**src/rtl/uart_ctrl.sv**
```systemverilog
// CPU-side register front end for the serial core: DATA/STATUS/CTRL registers,
// byte-wide TX/RX FIFOs, and the we/tx_busy handshake that feeds the core.
module uart_ctrl #(
    parameter int unsigned FIFO_DEPTH = 16
) (
    input  logic       clk,
    input  logic       rst,
    input  logic [1:0] addr,
    input  logic       wr,
    input  logic       rd,
    input  logic [7:0] wdata,
    output logic [7:0] rdata,
    output logic       irq,
    output logic       uart_en,
    output logic       uart_we,
    output logic [7:0] uart_data_in,
    input  logic       uart_tx_busy,
    input  logic       uart_rx_done,
    input  logic [7:0] uart_data_out
);

    localparam int unsigned AW = $clog2(FIFO_DEPTH);
    localparam int unsigned PW = AW + 1;

    localparam logic [1:0] A_DATA   = 2'd0;
    localparam logic [1:0] A_STATUS = 2'd1;
    localparam logic [1:0] A_CTRL   = 2'd2;

    typedef enum logic [1:0] {
        T_IDLE,
        T_LOAD,
        T_SEND
    } tx_state_t;

    tx_state_t state, state_next;

    logic [7:0]    tx_mem [FIFO_DEPTH];
    logic [7:0]    rx_mem [FIFO_DEPTH];
    logic [PW-1:0] tx_wptr, tx_rptr, rx_wptr, rx_rptr;

    logic ctrl_en, rx_ie, tx_ie;
    logic tx_ovf, rx_ovf;

    logic tx_empty, tx_full, rx_empty, rx_full;
    logic wr_data, wr_status, wr_ctrl, rd_data, flush;
    logic tx_push, tx_pop, tx_drop, rx_push, rx_pop, rx_drop;
    logic [7:0] status_c;

    assign tx_empty = (tx_wptr == tx_rptr);
    assign tx_full  = (tx_wptr[AW] != tx_rptr[AW]) && (tx_wptr[AW-1:0] == tx_rptr[AW-1:0]);
    assign rx_empty = (rx_wptr == rx_rptr);
    assign rx_full  = (rx_wptr[AW] != rx_rptr[AW]) && (rx_wptr[AW-1:0] == rx_rptr[AW-1:0]);

    assign wr_data   = wr && (addr == A_DATA);
    assign wr_status = wr && (addr == A_STATUS);
    assign wr_ctrl   = wr && (addr == A_CTRL);
    assign rd_data   = rd && (addr == A_DATA);
    assign flush     = wr_ctrl && wdata[3];

    // A pop in the same cycle frees a slot, so a push into a full FIFO still lands.
    assign tx_push = wr_data && (!tx_full || tx_pop);
    assign tx_drop = wr_data && tx_full && !tx_pop;
    assign rx_pop  = rd_data && !rx_empty;
    assign rx_push = uart_rx_done && (!rx_full || rx_pop);
    assign rx_drop = uart_rx_done && rx_full && !rx_pop;

    assign status_c = {1'b0, (state != T_IDLE), tx_ovf, rx_ovf,
                       tx_full, tx_empty, rx_full, rx_empty};

    assign uart_en = ctrl_en;
    assign irq     = (rx_ie && !rx_empty) || (tx_ie && tx_empty);

    // TX FSM state register
    always_ff @(posedge clk or negedge rst) begin
        if (!rst) state <= T_IDLE;
        else      state <= state_next;
    end

    // TX FSM next state and FIFO pop
    always_comb begin
        state_next = state;
        tx_pop     = 1'b0;
        case (state)
            T_IDLE: begin
                if (ctrl_en && !tx_empty && !uart_tx_busy) state_next = T_LOAD;
            end
            T_LOAD: begin
                if (!ctrl_en || tx_empty) begin
                    state_next = T_IDLE;
                end else if (uart_tx_busy) begin
                    tx_pop     = 1'b1;
                    state_next = T_SEND;
                end
            end
            T_SEND: begin
                if (!uart_tx_busy) state_next = T_IDLE;
            end
            default: state_next = T_IDLE;
        endcase
    end

    // Core handshake outputs; data is captured on entry to T_LOAD and held there
    always_ff @(posedge clk or negedge rst) begin
        if (!rst) begin
            uart_we      <= 1'b0;
            uart_data_in <= 8'h00;
        end else begin
            uart_we <= (state_next == T_LOAD);
            if ((state != T_LOAD) && (state_next == T_LOAD))
                uart_data_in <= tx_mem[tx_rptr[AW-1:0]];
        end
    end

    always_ff @(posedge clk) begin
        if (tx_push) tx_mem[tx_wptr[AW-1:0]] <= wdata;
        if (rx_push) rx_mem[rx_wptr[AW-1:0]] <= uart_data_out;
    end

    // FIFO pointers; flush overrides any same-cycle push or pop
    always_ff @(posedge clk or negedge rst) begin
        if (!rst) begin
            tx_wptr <= '0;
            tx_rptr <= '0;
            rx_wptr <= '0;
            rx_rptr <= '0;
        end else if (flush) begin
            tx_wptr <= '0;
            tx_rptr <= '0;
            rx_wptr <= '0;
            rx_rptr <= '0;
        end else begin
            if (tx_push) tx_wptr <= tx_wptr + PW'(1);
            if (tx_pop)  tx_rptr <= tx_rptr + PW'(1);
            if (rx_push) rx_wptr <= rx_wptr + PW'(1);
            if (rx_pop)  rx_rptr <= rx_rptr + PW'(1);
        end
    end

    always_ff @(posedge clk or negedge rst) begin
        if (!rst) begin
            ctrl_en <= 1'b0;
            rx_ie   <= 1'b0;
            tx_ie   <= 1'b0;
            tx_ovf  <= 1'b0;
            rx_ovf  <= 1'b0;
        end else begin
            if (wr_ctrl) {tx_ie, rx_ie, ctrl_en} <= wdata[2:0];
            if (tx_drop)                      tx_ovf <= 1'b1;
            else if (wr_status && wdata[5])   tx_ovf <= 1'b0;
            if (rx_drop)                      rx_ovf <= 1'b1;
            else if (wr_status && wdata[4])   rx_ovf <= 1'b0;
        end
    end

    // Registered read data
    always_ff @(posedge clk or negedge rst) begin
        if (!rst) begin
            rdata <= 8'h00;
        end else if (rd) begin
            case (addr)
                A_DATA:   rdata <= rx_empty ? 8'h00 : rx_mem[rx_rptr[AW-1:0]];
                A_STATUS: rdata <= status_c;
                A_CTRL:   rdata <= {5'b0, tx_ie, rx_ie, ctrl_en};
                default:  rdata <= 8'h00;
            endcase
        end
    end

endmodule

```
**config.mk**
```make
export PLATFORM = sky130hd
export DESIGN_NAME = uart_ctrl
export DESIGN_NICKNAME = d
export VERILOG_FILES = /design/src/rtl/uart_ctrl.sv
export SDC_FILE = /design/constraint.sdc
export NUM_CORES = 1
export LEC_CHECK = 0
export CORE_ASPECT_RATIO = 0.75
export CORE_MARGIN = 2
export CORE_UTILIZATION = 33
export DETAILED_ROUTE_END_ITERATION = 6
export RECOVER_POWER = 25
export SETUP_SLACK_MARGIN = 0.4
export SKIP_LAST_GASP = 1
export SYNTH_ARGS = -nofsm -noshare
export SYNTH_HDL_FRONTEND = slang
export SYNTH_SLANG_ARGS = --single-unit
```
**constraint.sdc**
```tcl
create_clock -name clk -period 7.7 [get_ports clk]
set_clock_uncertainty 0.1 [all_clocks]
set_input_delay 1.54 -clock clk [delete_from_list [all_inputs] [get_ports clk]]
set_output_delay 1.54 -clock clk [all_outputs]
set_load 0.02 [all_outputs]
```
==> results.yml <==
outcome:
  status: "finished with violations"
  violations: "capacitance limit, slew limit"
worst_setup_path:
  regToRegEndpoint: "tx_mem[3][4]"
  reg2reg_from: "tx_rptr[3]"
  cp_max_fo: 19
  r2r_cells: 6
  critPathKind: "register to output port"
  critPathArrivalTime_ns: 3.07
  endpoint_kind: "output port"
  start_kind: "register"
  r2r_slack_ns: 3.99
  critPathRequiredTime_ns: 6.06
yosys:
  synth_ff_type: "edfxtp_1"
  synth.most_common_cell: "edfxtp_1"
  syn_avg_cell_area_sq_um: 18.7
  synth_top_area_share_pct: 62.8
  synth_area_sq_mm: 0.0122
  netlist_top_cells_area: "edfxtp_1 (63%), mux4_2 (11%), dfrtp_1 (9.0%)"
  synth_cell_types: 51
  async_flop_share_pct: 14.7
  synth_edf_count: 256
  syn_nets: 690
  yosysTopAreaCell: "edfxtp_1"
  ys_seq_elements: 300
  yosys_warnings: 0
  syn_inst: 656
  netlist_top_cells_count: "edfxtp_1 (256), mux4_2 (59), dfrtp_1 (44), and3_1 (30), nand2_1 (27)"
  yosysSeqAreaShare_pct: 71.8
die:
  initial_utilization_pct: 33.3
  die_area_sq_mm: 0.0387
  die_x_um: 226
  num_rows: 61
  ios: 43
  core-area_sq_mm: 0.0368
  die_y_um: 171
power:
  p_comb_share_pct: 26.2
  p_seq_share_pct: 43.8
  pwr-share-clk_pct: 30.1
  p_sw_mw: 1.36
  power.density_mw_per_mm2: 329
  p_leak_nw: 4.73
  p_int_mw: 3.27
  peakVddDrop_mv: 0.148
  swShare_pct: 29.4
placement:
  portBuffers: 42
  dp_hpwl_um: 17000
  dpl_worst_slack_ns: 2.86
  dpl-instance-area_sq_mm: 0.0132
  gp_congestion: 0.763
global_routing:
  grtUsageMet3_pct: 1.58
  use_met2_pct: 20.2
  grt_max_degree: 45
  busiest_layer: "met1"
  gr-usage-all-layers_pct: 13.7
  grt_pass1_wl_um: 39400
  antenna_found_initial: 2
  met1_usage_pct: 21.5
  first_global_vias: 6109
  grt_overflow: 0
sta:
  setup_slack_ns: 2.99
  setup_violations: 0
  final_hold_viol_count: 0
  tightest_slew_ns: 2.60
  slew_headroom_pct: -73.6
  max_freq_mhz: 212
  setup_tns_ns: 0
  drv_slew: 45
  fin_crit_ns: 4.71
  rsz0062_at_grt: "false"
  finalCritPeriodShare_pct: 61.2
routing:
  ant_nets: 0
  routed_wl_um: 26100
  vias_per_cell: 4.95
  dr.pass1.iters: 5
  vias: 6100
  drt-initial-drc-count: 606
  drc: 0
  wl_per_cell_um: 21.2
clock_network:
  cts.sinks: 300
  postCtsSetupBuffers: 0
  cts_max_path_buffers: 3
  cts_buffers: 31
  clkTransAtPathRegs_ns: 0.06
  cts_hold_buf: 0
  cts_root_buf: "clkbuf_16"
  insertion_delay_ns: 0.55
  cts_resized: 0
  htree_levels: 1
  cts_tree: "built"
cells_and_area:
  n_fill_cell: 3389
  postLayoutCellArea_sq_mm: 0.0141
  syn2layout_area_growth_pct: 15.2
  nNetsFinal: 738
  layout-drive-gt1-share_pct: 17.9
min_path:
  min_path_cells: 1
  hp-class: "register to register"
  holdPathEnd: "uart_data_in[0]"
  hold_start: "uart_data_in[0]"
run:
  drv_cap: 1
flip-flops by register name, indices dropped and copies added, names as in the netlist, 5 cells and up:
register      cells
rx_rptr           5
rx_wptr           5
tx_mem          128
tx_wptr           5
rx_mem          128
rdata             8
tx_rptr           5
uart_data_in      8
power by group through the flow:
stage / registers (mW) / logic (mW) / clock network (mW)
2_1_floorplan: 2.06 / 0.837 / 0
3_3_place_gp: 2.06 / 1.22 / 0
3_5_place_dp: 2.06 / 1.23 / 0
4_1_cts: 2.03 / 1.24 / 1.42
5_1_grt: 2.04 / 1.32 / 1.50
6_report: 2.03 / 1.21 / 1.39
per-stage QoR:
stage          instances  power [mW]  hold slack, ns  utilization [%]
2_1_floorplan        656        2.90           0.358                -
3_3_place_gp        1175        3.28           0.386             35.8
3_5_place_dp        1175        3.29           0.393             35.8
4_1_cts             1232        4.68           0.408             38.4
5_1_grt             1233        4.86           0.419             38.3
6_report            1233        4.63           0.401             38.3
worst max path at each step:
| stage | slack, ns | start | to | cells after the start |
|---|---|---|---|---|
| after global routing | 2.82 | tx_rptr[3] | irq | 7 |
| after detailed placement | 2.86 | uart_tx_busy | tx_mem[3][4] | 6 |
| final | 2.99 | tx_rptr[3] | irq | 7 |
| after floorplan | 4.09 | uart_tx_busy | tx_mem[3][0] | 5 |
| after CTS | 2.94 | tx_rptr[3] | irq | 7 |
| after global placement | 2.94 | uart_tx_busy | tx_mem[3][7] | 6 |
cell type report:
| class | count | area [sq um] | area share [%] |
|---|---|---|---|
| sequential | 300 | 8790 | 62.3 |
| multi-input combinational | 310 | 3210 | 22.8 |
| clock buffer | 40 | 840 | 5.95 |
| tap | 504 | 631 | 4.47 |
| timing repair buffer | 52 | 483 | 3.43 |
| clock inverter | 17 | 109 | 0.772 |
| inverter | 9 | 33.8 | 0.240 |
| antenna | 1 | 2.50 | 0.0177 |
metal layers:
metal	up-vias	part of all wire [%]
met5	-	0
met4	0	1.8
met3	30	4.5
met2	157	44
met1	3185	49
li1	2728	-
kinds of logic (layout without fill, tap and decap cells):
group / count (synthesis) / in the layout / share of synthesized area (%)
AO/OA/AOI/OAI: 63 / 63 / 3.86
XOR/XNOR: 21 / 21 / 1.66
adder cells (fa/ha/maj): 10 / 10 / 1.02
buffers and inverters: 46 / 118 / 1.92
flip-flops: 300 / 300 / 71.8
multiplexers: 91 / 91 / 14.2
other: 0 / 1 / 0
AND/OR/NAND/NOR: 125 / 125 / 5.49
critical path: stages, from the launching register on:
cell	delay (ns)
dfrtp_1	0.87
xor2_1	0.17
nor4_2	0.24
buf_4	0.22
and2_1	0.22
nand2_1	0.07
nand2_1	0.11
clkdlybuf4s50_1	0.63
cells in the final DEF (no fill, tap or decap), types with 9 or more instances in the layout:
| cell | Yosys | final |
|---|---|---|
| dlygate4sd3_1 | 0 | 9 |
| clkdlybuf4s50_1 | 0 | 32 |
| a22oi_1 | 16 | 16 |
| clkinv_2 | 0 | 9 |
| nor2_1 | 24 | 24 |
| clkbuf_16 | 0 | 31 |
| mux4_2 | 59 | 59 |
| nor2b_1 | 18 | 18 |
| a211oi_1 | 10 | 10 |
| mux2_2 | 11 | 11 |
| dfrtp_1 | 44 | 42 |
| and3_1 | 30 | 30 |
| a21oi_1 | 13 | 13 |
| edfxtp_1 | 256 | 256 |
| nand2_1 | 27 | 27 |
| xnor2_1 | 12 | 12 |
| ha_1 | 10 | 10 |
| mux2i_1 | 16 | 16 |
(Power assumes the default switching activity.)
==> patch (config.mk and constraints unchanged) <==
Change the parameter `FIFO_DEPTH` from 16 to 8.
--- a/src/rtl/uart_ctrl.sv
+++ b/src/rtl/uart_ctrl.sv
@@ -2,5 +2,5 @@
 // byte-wide TX/RX FIFOs, and the we/tx_busy handshake that feeds the core.
 module uart_ctrl #(
-    parameter int unsigned FIFO_DEPTH = 16
+    parameter int unsigned FIFO_DEPTH = 8
 ) (
     input  logic       clk,
Behaviour: same outputs for any inputs over 4 cycles, from zero or initial values and one cycle with rst low; that may be too few to reach the edited logic, so the function may still have changed.
==> patch against the original RTL <==
  * The run still ends with capacitance limit, slew limit left
  * Worst setup slack worse by 13 ps
  * Sequential cell count decreased by 132
  * Critical path type unchanged
  * Wire length down 44%
  * Clock power decreased by 41%
  * Synthesized area decreased by 42%
  * Worst hold slack gained 4.1 ps
  * Largest power group unchanged
  * Power decreased by 39%
  * Cell area shrank 41%
==> patch: results (changes against the original RTL) <==
----------------------------------------------------
[Status]
  Status ... finished, violations left
  Violated checks ... capacitance limit, slew limit

[Logic synthesis]
  Syn Nets ... 437 (-37%)
  Area contributors post-synth ... sky130_fd_sc_hd__edfxtp_1 54%, sky130_fd_sc_hd__dfrtp_1 14%, sky130_fd_sc_hd__mux4_2 8.3%
  Distinct cell type count after synthesis ... 53 (+3.9%)
  Ranking of synthesized cells by instance count ... 128 x sky130_fd_sc_hd__edfxtp_1, 40 x sky130_fd_sc_hd__dfrtp_1, 26 x sky130_fd_sc_hd__mux4_2

[STA]
  Max Slew Vio Count ... 41 (-8.9%)
  Worst hold margin ... 405 ps (+4.15 ps)
  Slew @ Worst Pin ... 2310 ps (-294 ps)

[Place]
  Number of placed cells counting well taps ... 725 (-38%)
  HPWL after detailed placement ... 10,000 um (-41%)

[Clocking]
  Later-pin clock latency in the skew report ... 420 ps (-130 ps)
  Buffers from clock root to sink, at most ... 2 (-1)
  Clock buffers created by TritonCTS ... 17 (-45%)

[Detailed routing]
  Detail-routed via count per cell ... 4.97 (+0.53%)
  Wire length the detailed router placed on met1 ... 7310 um (-43%)
  DRC marker count from the first detailed-route iteration ... 369 (-39%)
  Routed wire per std cell ... 19.3 um (-9.0%)

[Power and ir drop]
  Net load switching power ... 0.851 mW (-37%)

[Worst setup path]
  Largest fanout on the critical path ... 21 (+2)
  Critical path's largest stage delay ... 940 ps (+70 ps)
  R2R Setup Slk ... 4750 ps (+760 ps)
  Worst Setup SP ... tx_rptr[1]$_DFFE_PN0P_

[Finish]
  Share of final-layout standard cells stronger than drive strength 1 ... 0.196 (+0.0176)
  Final layout net count ... 484 (-34%)
  Number of non-filler instances in the completed layout ... 757 (-39%)

[Global routing]
  Antenna violations before repair ... 0 (-2)
  Vias in the first global route ... 3,789 (-38%)

[Worst hold path]
  Hold wc startpoint ... uart_data_in[7]$_DFFE_PN0P_

[Job]
  Total of max-cap violations ... 1 (unchanged)

----------------------------------------------------
## patch: changes by cell type after synthesis, moves of 6 or more
cell,delta
sky130_fd_sc_hd__a211oi_1,-10
sky130_fd_sc_hd__a22oi_1,-16
sky130_fd_sc_hd__and3_1,-29
sky130_fd_sc_hd__clkbuf_1,-7
sky130_fd_sc_hd__edfxtp_1,-128
sky130_fd_sc_hd__ha_1,-6
sky130_fd_sc_hd__mux2_2,+8
sky130_fd_sc_hd__mux4_2,-33
sky130_fd_sc_hd__nand2_1,-10
sky130_fd_sc_hd__nor2_1,-14
sky130_fd_sc_hd__nor2b_1,-15
sky130_fd_sc_hd__nor3_1,+9
sky130_fd_sc_hd__xnor2_1,-6
## patch: logic make-up after synthesis
| group | share of synthesized area |
|---|---|
| AO/OA/AOI/OAI | 0.0420 |
| XOR/XNOR | 0.0186 |
| adder cells (fa/ha/maj) | 0.00709 |
| buffers and inverters | 0.0230 |
| flip-flops | 0.686 |
| multiplexers | 0.157 |
| AND/OR/NAND/NOR | 0.0663 |
## patch: metal layers
metal | vias to the layer above | track usage
met5 | - | 0
met4 | 0 | 0.0563
met1 | 1942 | 0.196
met2 | 77 | 0.197
met3 | 10 | 0.0301
li1 | 1736 | -
## patch: path summary, 6_finish.rpt
| path | cells past startpoint | end |
|---|---|---|
| setup reg to reg | 4 | tx_mem[4][2]$_DFFE_PP_ |
| setup / recovery | 5 | irq |
| min in group asynchronous | 1 | uart_data_in[5]$_DFFE_PN0P_ |
| max in group asynchronous | 1 | rdata[7]$_DFFE_PN0P_ |
| hold / removal | 1 | uart_data_in[7]$_DFFE_PN0P_ |
| hold reg to reg | 1 | uart_data_in[7]$_DFFE_PN0P_ |
## patch: power by group through the flow
stage                     registers (mW)  logic, mW  clock network, mW
after detailed placement            1.27      0.740                  0
after global placement              1.27      0.724                  0
after global routing                1.27      0.799              0.873
after floorplan                     1.22      0.545                  0
after CTS                           1.26      0.744              0.831
final                               1.26      0.733              0.816
## patch: cell type report
type                    instances  area share
inverters                       7     0.00314
clock buffers                  20      0.0522
repair buffers                 52      0.0585
well taps                     288      0.0431
clock inverters                12      0.0150
multi-input cells             210       0.249
flip-flops and latches        168       0.579
## patch: per-stage QoR
step	utilization	setup slack, ps
after floorplan	-	3910
after global placement	0.370	3430
after detailed placement	0.370	3260
after CTS	0.397	2950
after global routing	0.397	2750
final	0.397	2970
## patch: worst reg2reg max path: stages (launching register included)
cell and delay [ps]:
sky130_fd_sc_hd__dfrtp_1 940, sky130_fd_sc_hd__xnor2_1 220, sky130_fd_sc_hd__nand4_1 180, sky130_fd_sc_hd__o21ai_2 160, sky130_fd_sc_hd__nor4b_2 970
